**src/rtl/dmem_arb_pkg.sv**
```systemverilog
// Shared types and default sizing for the dual-core data-memory arbiter.
package dmem_arb_pkg;

    localparam int ADDR_W_DFLT   = 10;
    localparam int DATA_W_DFLT   = 32;
    localparam int LOCK_MAX_DFLT = 16;

    typedef enum logic [1:0] {
        IDLE  = 2'd0,
        LOCK0 = 2'd1,
        LOCK1 = 2'd2
    } arb_state_t;

endpackage

```
**src/rtl/dmem_arbiter_lock_watchdog.sv**
```systemverilog
// Saturating count of consecutive locked cycles; expired flags the hold limit.
module lock_watchdog
    import dmem_arb_pkg::*;
#(
    parameter int LOCK_MAX = LOCK_MAX_DFLT
) (
    input  logic CLK,
    input  logic RESET_N,
    input  logic enable,
    input  logic clear,
    output logic expired
);

    localparam int CNT_W = $clog2(LOCK_MAX + 1);

    logic [CNT_W-1:0] count_r;

    // Count reads k during the k-th locked cycle, so expiry lands on cycle LOCK_MAX
    always_ff @(posedge CLK or negedge RESET_N) begin
        if (!RESET_N) begin
            count_r <= {CNT_W{1'b0}};
        end else if (clear) begin
            count_r <= {CNT_W{1'b0}};
        end else if (enable && (count_r != CNT_W'(LOCK_MAX))) begin
            count_r <= count_r + CNT_W'(1);
        end else begin
            count_r <= count_r;
        end
    end

    assign expired = (count_r == CNT_W'(LOCK_MAX));

endmodule

```
**src/rtl/dmem_arbiter.sv**
```systemverilog
// Two-core arbiter for a single-port data RAM with bus locking and a lock watchdog.
module dmem_arbiter
    import dmem_arb_pkg::*;
#(
    parameter int ADDR_W   = ADDR_W_DFLT,
    parameter int DATA_W   = DATA_W_DFLT,
    parameter int LOCK_MAX = LOCK_MAX_DFLT
) (
    input  logic              CLK,
    input  logic              RESET_N,
    input  logic              c0_req,
    input  logic              c0_we,
    input  logic              c0_lock,
    input  logic [ADDR_W-1:0] c0_addr,
    input  logic [DATA_W-1:0] c0_wdata,
    output logic              c0_gnt,
    output logic              c0_rvalid,
    output logic [DATA_W-1:0] c0_rdata,
    input  logic              c1_req,
    input  logic              c1_we,
    input  logic              c1_lock,
    input  logic [ADDR_W-1:0] c1_addr,
    input  logic [DATA_W-1:0] c1_wdata,
    output logic              c1_gnt,
    output logic              c1_rvalid,
    output logic [DATA_W-1:0] c1_rdata,
    output logic              mem_en,
    output logic              mem_we,
    output logic [ADDR_W-1:0] mem_addr,
    output logic [DATA_W-1:0] mem_wdata,
    input  logic [DATA_W-1:0] mem_rdata,
    output logic              lock_err
);

    arb_state_t state_r, state_nxt_s;
    logic       prio_r, prio_nxt_s;
    logic [1:0] blk_r, blk_nxt_s;
    logic [1:0] pend_r;
    logic       lock_err_r, lock_err_nxt_s;
    logic       gnt0_s, gnt1_s;
    logic       lock_next_s, expired_s;

    // Grant selection: prio breaks ties only while unlocked
    always_comb begin
        gnt0_s = 1'b0;
        gnt1_s = 1'b0;
        case (state_r)
            IDLE: begin
                if (c0_req && c1_req) begin
                    gnt0_s = ~prio_r;
                    gnt1_s = prio_r;
                end else begin
                    gnt0_s = c0_req;
                    gnt1_s = c1_req;
                end
            end
            LOCK0:   gnt0_s = c0_req;
            LOCK1:   gnt1_s = c1_req;
            default: begin
                gnt0_s = 1'b0;
                gnt1_s = 1'b0;
            end
        endcase
    end

    // Lock entry/exit; a forced release blocks re-locking until that core drops lock
    always_comb begin
        state_nxt_s    = state_r;
        prio_nxt_s     = prio_r;
        lock_err_nxt_s = 1'b0;
        blk_nxt_s      = blk_r & {c1_lock, c0_lock};
        case (state_r)
            IDLE: begin
                if (gnt0_s) begin
                    if (c0_lock && !blk_r[0]) state_nxt_s = LOCK0;
                    else                      prio_nxt_s  = 1'b1;
                end else if (gnt1_s) begin
                    if (c1_lock && !blk_r[1]) state_nxt_s = LOCK1;
                    else                      prio_nxt_s  = 1'b0;
                end else begin
                    state_nxt_s = IDLE;
                end
            end
            LOCK0: begin
                if (!c0_lock) begin
                    state_nxt_s = IDLE;
                    prio_nxt_s  = 1'b1;
                end else if (expired_s) begin
                    state_nxt_s    = IDLE;
                    prio_nxt_s     = 1'b1;
                    blk_nxt_s[0]   = 1'b1;
                    lock_err_nxt_s = 1'b1;
                end else begin
                    state_nxt_s = LOCK0;
                end
            end
            LOCK1: begin
                if (!c1_lock) begin
                    state_nxt_s = IDLE;
                    prio_nxt_s  = 1'b0;
                end else if (expired_s) begin
                    state_nxt_s    = IDLE;
                    prio_nxt_s     = 1'b0;
                    blk_nxt_s[1]   = 1'b1;
                    lock_err_nxt_s = 1'b1;
                end else begin
                    state_nxt_s = LOCK1;
                end
            end
            default: state_nxt_s = IDLE;
        endcase
    end

    assign lock_next_s = (state_nxt_s != IDLE);

    lock_watchdog #(.LOCK_MAX(LOCK_MAX)) u_wdog (
        .CLK     (CLK),
        .RESET_N (RESET_N),
        .enable  (lock_next_s),
        .clear   (~lock_next_s),
        .expired (expired_s)
    );

    // Arbiter state, flags and read-return tracking
    always_ff @(posedge CLK or negedge RESET_N) begin
        if (!RESET_N) begin
            state_r    <= IDLE;
            prio_r     <= 1'b0;
            blk_r      <= 2'b00;
            pend_r     <= 2'b00;
            lock_err_r <= 1'b0;
        end else begin
            state_r    <= state_nxt_s;
            prio_r     <= prio_nxt_s;
            blk_r      <= blk_nxt_s;
            pend_r     <= {gnt1_s & ~c1_we, gnt0_s & ~c0_we};
            lock_err_r <= lock_err_nxt_s;
        end
    end

    // Grants are combinational, so gate them with reset to keep outputs quiet in reset
    assign c0_gnt    = gnt0_s & RESET_N;
    assign c1_gnt    = gnt1_s & RESET_N;
    assign mem_en    = c0_gnt | c1_gnt;
    assign mem_we    = c0_gnt ? c0_we    : (c1_gnt ? c1_we    : 1'b0);
    assign mem_addr  = c0_gnt ? c0_addr  : (c1_gnt ? c1_addr  : {ADDR_W{1'b0}});
    assign mem_wdata = c0_gnt ? c0_wdata : (c1_gnt ? c1_wdata : {DATA_W{1'b0}});

    assign c0_rvalid = pend_r[0];
    assign c1_rvalid = pend_r[1];
    assign c0_rdata  = pend_r[0] ? mem_rdata : {DATA_W{1'b0}};
    assign c1_rdata  = pend_r[1] ? mem_rdata : {DATA_W{1'b0}};
    assign lock_err  = lock_err_r;

endmodule

```
**config.mk**
```make
export PLATFORM = sky130hd
export DESIGN_NAME = dmem_arbiter
export DESIGN_NICKNAME = d
export VERILOG_FILES = /design/src/rtl/dmem_arb_pkg.sv /design/src/rtl/dmem_arbiter_lock_watchdog.sv /design/src/rtl/dmem_arbiter.sv
export SDC_FILE = /design/constraint.sdc
export NUM_CORES = 1
export LEC_CHECK = 0
export CELL_PAD_IN_SITES_DETAIL_PLACEMENT = 1
export CELL_PAD_IN_SITES_GLOBAL_PLACEMENT = 1
export CORE_ASPECT_RATIO = 1.4
export CORE_UTILIZATION = 16
export DETAILED_ROUTE_END_ITERATION = 8
export PLACE_DENSITY = 0.89
export SKIP_CTS_REPAIR_TIMING = 1
export SYNTH_ARGS = -nofsm -noshare
export SYNTH_HDL_FRONTEND = slang
export SYNTH_SLANG_ARGS = --single-unit
```
**constraint.sdc**
```tcl
create_clock -name CLK -period 5.3 [get_ports CLK]
set_input_delay 1.06 -clock CLK [delete_from_list [all_inputs] [get_ports CLK]]
set_output_delay 1.06 -clock CLK [all_outputs]
set_load 0.005 [all_outputs]
```
==> results.toml <==
[status]
run_status = "finished, final reports clean"

[layout]
antenna_cells = 0
fill_cells = 1227
post_layout_instance_count_excluding_filler_cells = 583
finalNetCount = 576
layout-area-overhead-vs-synth_pct = 146
proportion_of_layout_cells_with_a_drive_suffix_above_1 = 0.0360

[power]
internal_power_mw = 0.741
total_power_mw = 1.18
seq_power_share = 0.147
sw_frac_of_total = 0.371
power.ir.vdd_worst_uv = 183
power.switching_mw = 0.437
proportion_of_power_drawn_by_the_clock_network = 0.118
cellPowerDensity_mw_per_mm2 = 276
combinational_power_share = 0.734
cellLeakagePower_nw = 1.65

[setup_path]
critical_path_required_ps = 4240
cpMaxStageDelayCell = "sky130_fd_sc_hd__clkdlybuf4s50_1"
critPathKind = "in -> out"
worst-path-max-fanout = 43
worstPathArrival_ps = 3480
slowest_delay_ps = 540
critical_path.cell_chain = "clkdlybuf4s50_1, nor3b_2, or2_4, nor2_2, and2_1, buf_4, a22o_1, clkdlybuf4s50_1"
setup.worst_path.start_class = "input port"
setup.worst_path.end_class = "output port"
crit_top_cell = "sky130_fd_sc_hd__clkdlybuf4s50_1"

[flow_run]
cap_violations = 0

[routing]
detail_route.wl_per_cell_um = 16.5
drt_iter0_drc = 56
drt_first_pass_iters = 4
drc = 0
postRouteAntennaNets = 0
met1Wirelength_mm = 3.51
routed_wirelength_mm = 9.61
routed_met2_length_mm = 5.28
top_layer = "met4"
avgViaCountPerCell = 4.45
dr_total_vias = 2596
routed-wl-met3_um = 655

[floorplanning]
fp.dieArea_mm2 = 0.0112
floorplan.initialDensity = 0.165
core_region_area_mm2 = 0.0105
die_y_um = 125
top_level_ports = 237
x_dimension_of_the_die_um = 89.8
floorplan.rows = 44

[sta]
clock.fmax_ghz = 0.220
finalCriticalPeriod_ps = 4540
timing.final.crit_share = 0.857
finalHoldViolations = 0
setup_viol = 0
max-slew-margin-rel = 0.451
worstMarginPinSlew_ps = 824
layout_setup_ws_ps = 760
final_max_slew_viol_count = 0
final_total_negative_setup_slack_ps = 0
final.setup_skew_ps = 1.51
rsz0062_at_grt = "no"

[global_route]
pin_count_of_the_biggest_net_entering_global_routing = 45
grt_antenna_before_repair = 0
grt_pass1_wl_mm = 14.7
grt_remaining_overflow = 0
first_global_vias = 2718
grtUsageTotal = 0.162

[synthesis]
post_synth_inst_count = 219
ys_types = 37
avgSynthCellArea_um2 = 7.89
main_area_contributors_after_synthesis = "sky130_fd_sc_hd__and2_1 (24%), sky130_fd_sc_hd__a22o_1 (22%), sky130_fd_sc_hd__dfrtp_1 (19%)"
yosys_reg_bits = 13
synth_enable_flop_cells = 0
synthesized_net_count = 349
synth.top_cell.area_share = 0.239
synthDominantAreaCellType = "sky130_fd_sc_hd__and2_1"
synth-async-reset-ratio = 1.00
ys_dominant_reg_cell = "sky130_fd_sc_hd__dfrtp_1"
ys_warn_count = 0
synth.yosys.seq_area_share = 0.188
syn-cell-area_mm2 = 0.00173

[clocking]
cts_root_buf = "sky130_fd_sc_hd__clkbuf_16"
cts.clk_slew.worst_paths_ps = 40
clock_tree_from_tritoncts = "yes"
cts-root-to-sink-buffers = 2
tritoncts.num_buffers = 3
clock_insertion_delay_at_the_later_pin_of_the_skew_report_ps = 240
clock_sink_count = 13
h-tree-depth = 1

[placed_design]
placedCellCount = 579
dp_worst_setup_slack_ps = 798
detailed_place_hpwl_mm = 8.13
place_congestion = 0.920
io_buffer_count = 236

[worst_hold_path]
timing.hold.worst.class = "reg -> reg"
==> per-stage QoR <==
step / utilization / hold WS (ps) / area [um2]
2_1_floorplan: - / 462 / 1730
3_3_place_gp: 0.400 / 484 / 4180
3_5_place_dp: 0.400 / 493 / 4180
4_1_cts: 0.407 / 503 / 4260
5_1_grt: 0.407 / 537 / 4260
6_report: 0.407 / 497 / 4260
==> cells by family after synthesis <==
| group | synth area share |
|---|---|
| xor gates and xnor gates | 0.0203 |
| AOI/OAI and AO/OA | 0.316 |
| adders and majority gates | 0.0434 |
| buffers and inverters | 0.0826 |
| and+or+nand+nor | 0.350 |
| DFF | 0.188 |
==> flip-flops by register name, indices dropped and copies added, names as in the netlist <==
name	cells
blk_r	2
pend_r	2
u_wdog.count_r	5
state_r	2
prio_r	1
lock_err	1
==> power by group through the flow <==
| stage | sequential [mW] | clock [mW] | combinational [mW] |
|---|---|---|---|
| finish | 0.174 | 0.139 | 0.864 |
| global route | 0.183 | 0.148 | 0.933 |
| CTS | 0.177 | 0.143 | 0.872 |
| detailed placement | 0.179 | 0 | 0.859 |
| global placement | 0.175 | 0 | 0.829 |
| floorplan | 0.146 | 0 | 0.418 |
==> per-layer routing <==
metal	track usage	up-vias
met5	0	-
met4	0.0318	0
met3	0.0353	12
met2	0.332	134
met1	0.165	1222
li1	-	1228
==> synthesized netlist by cell type (all sizes together), types with 2 or more instances <==
master / number
a21boi: 2
ha: 6
inv: 8
a21oi: 6
xor2: 2
nor2: 13
nor3: 4
and2: 66
nand2: 9
xnor2: 2
nor2b: 2
clkbuf: 7
nand3: 3
buf: 11
a22o: 43
o21ai: 6
dfrtp: 13
==> worst max-delay path: cells and delay by family <==
family                 cells  cell delay (ps)
AOI/OAI and AO/OA          1              230
buffers and inverters      3             1450
and+or+nand+nor            4              710
==> placed cells by master, fill, tap and decap left out, types with 2 or more instances in the layout <==
| cell | count |
|---|---|
| sky130_fd_sc_hd__nor2b_1 | 2 |
| sky130_fd_sc_hd__xnor2_1 | 2 |
| sky130_fd_sc_hd__a21oi_1 | 6 |
| sky130_fd_sc_hd__nor3_1 | 4 |
| sky130_fd_sc_hd__a22o_1 | 43 |
| sky130_fd_sc_hd__o21ai_1 | 2 |
| sky130_fd_sc_hd__inv_1 | 8 |
| sky130_fd_sc_hd__nor2_1 | 11 |
| sky130_fd_sc_hd__and2_1 | 66 |
| sky130_fd_sc_hd__o21ai_0 | 4 |
| sky130_fd_sc_hd__buf_4 | 4 |
| sky130_fd_sc_hd__clkdlybuf4s50_1 | 236 |
| sky130_fd_sc_hd__dfrtp_1 | 13 |
| sky130_fd_sc_hd__nand3_1 | 3 |
| sky130_fd_sc_hd__nand2_1 | 9 |
| sky130_fd_sc_hd__clkbuf_16 | 3 |
| sky130_fd_sc_hd__ha_1 | 6 |
| sky130_fd_sc_hd__xor2_1 | 2 |
| sky130_fd_sc_hd__nor2_2 | 2 |
==> worst paths after layout <==
kind | from | end | slack [ps] | cells past startpoint
worst min register to register | blk_r[0] | blk_r[0] | 500 | 2
worst min-delay path | blk_r[0] | blk_r[0] | 500 | 2
min in group asynchronous | RESET_N | blk_r[1] | 1130 | 2
worst max-delay path | c0_req | mem_addr[3] | 760 | 8
worst max register to register | state_r[0] | prio_r | 3220 | 7
max in group asynchronous | RESET_N | pend_r[1] | 4000 | 2
==> final cells by class <==
type	instances	area (um2)	share of cell area
Multi-Input combinational cell	180	1260	0.296
Timing Repair Buffer	240	2390	0.562
Sequential cell	13	325	0.0764
Clock buffer	4	78.8	0.0185
Inverter	8	30.0	0.00705
Tap cell	138	173	0.0405
(Power assumes the default switching activity.)
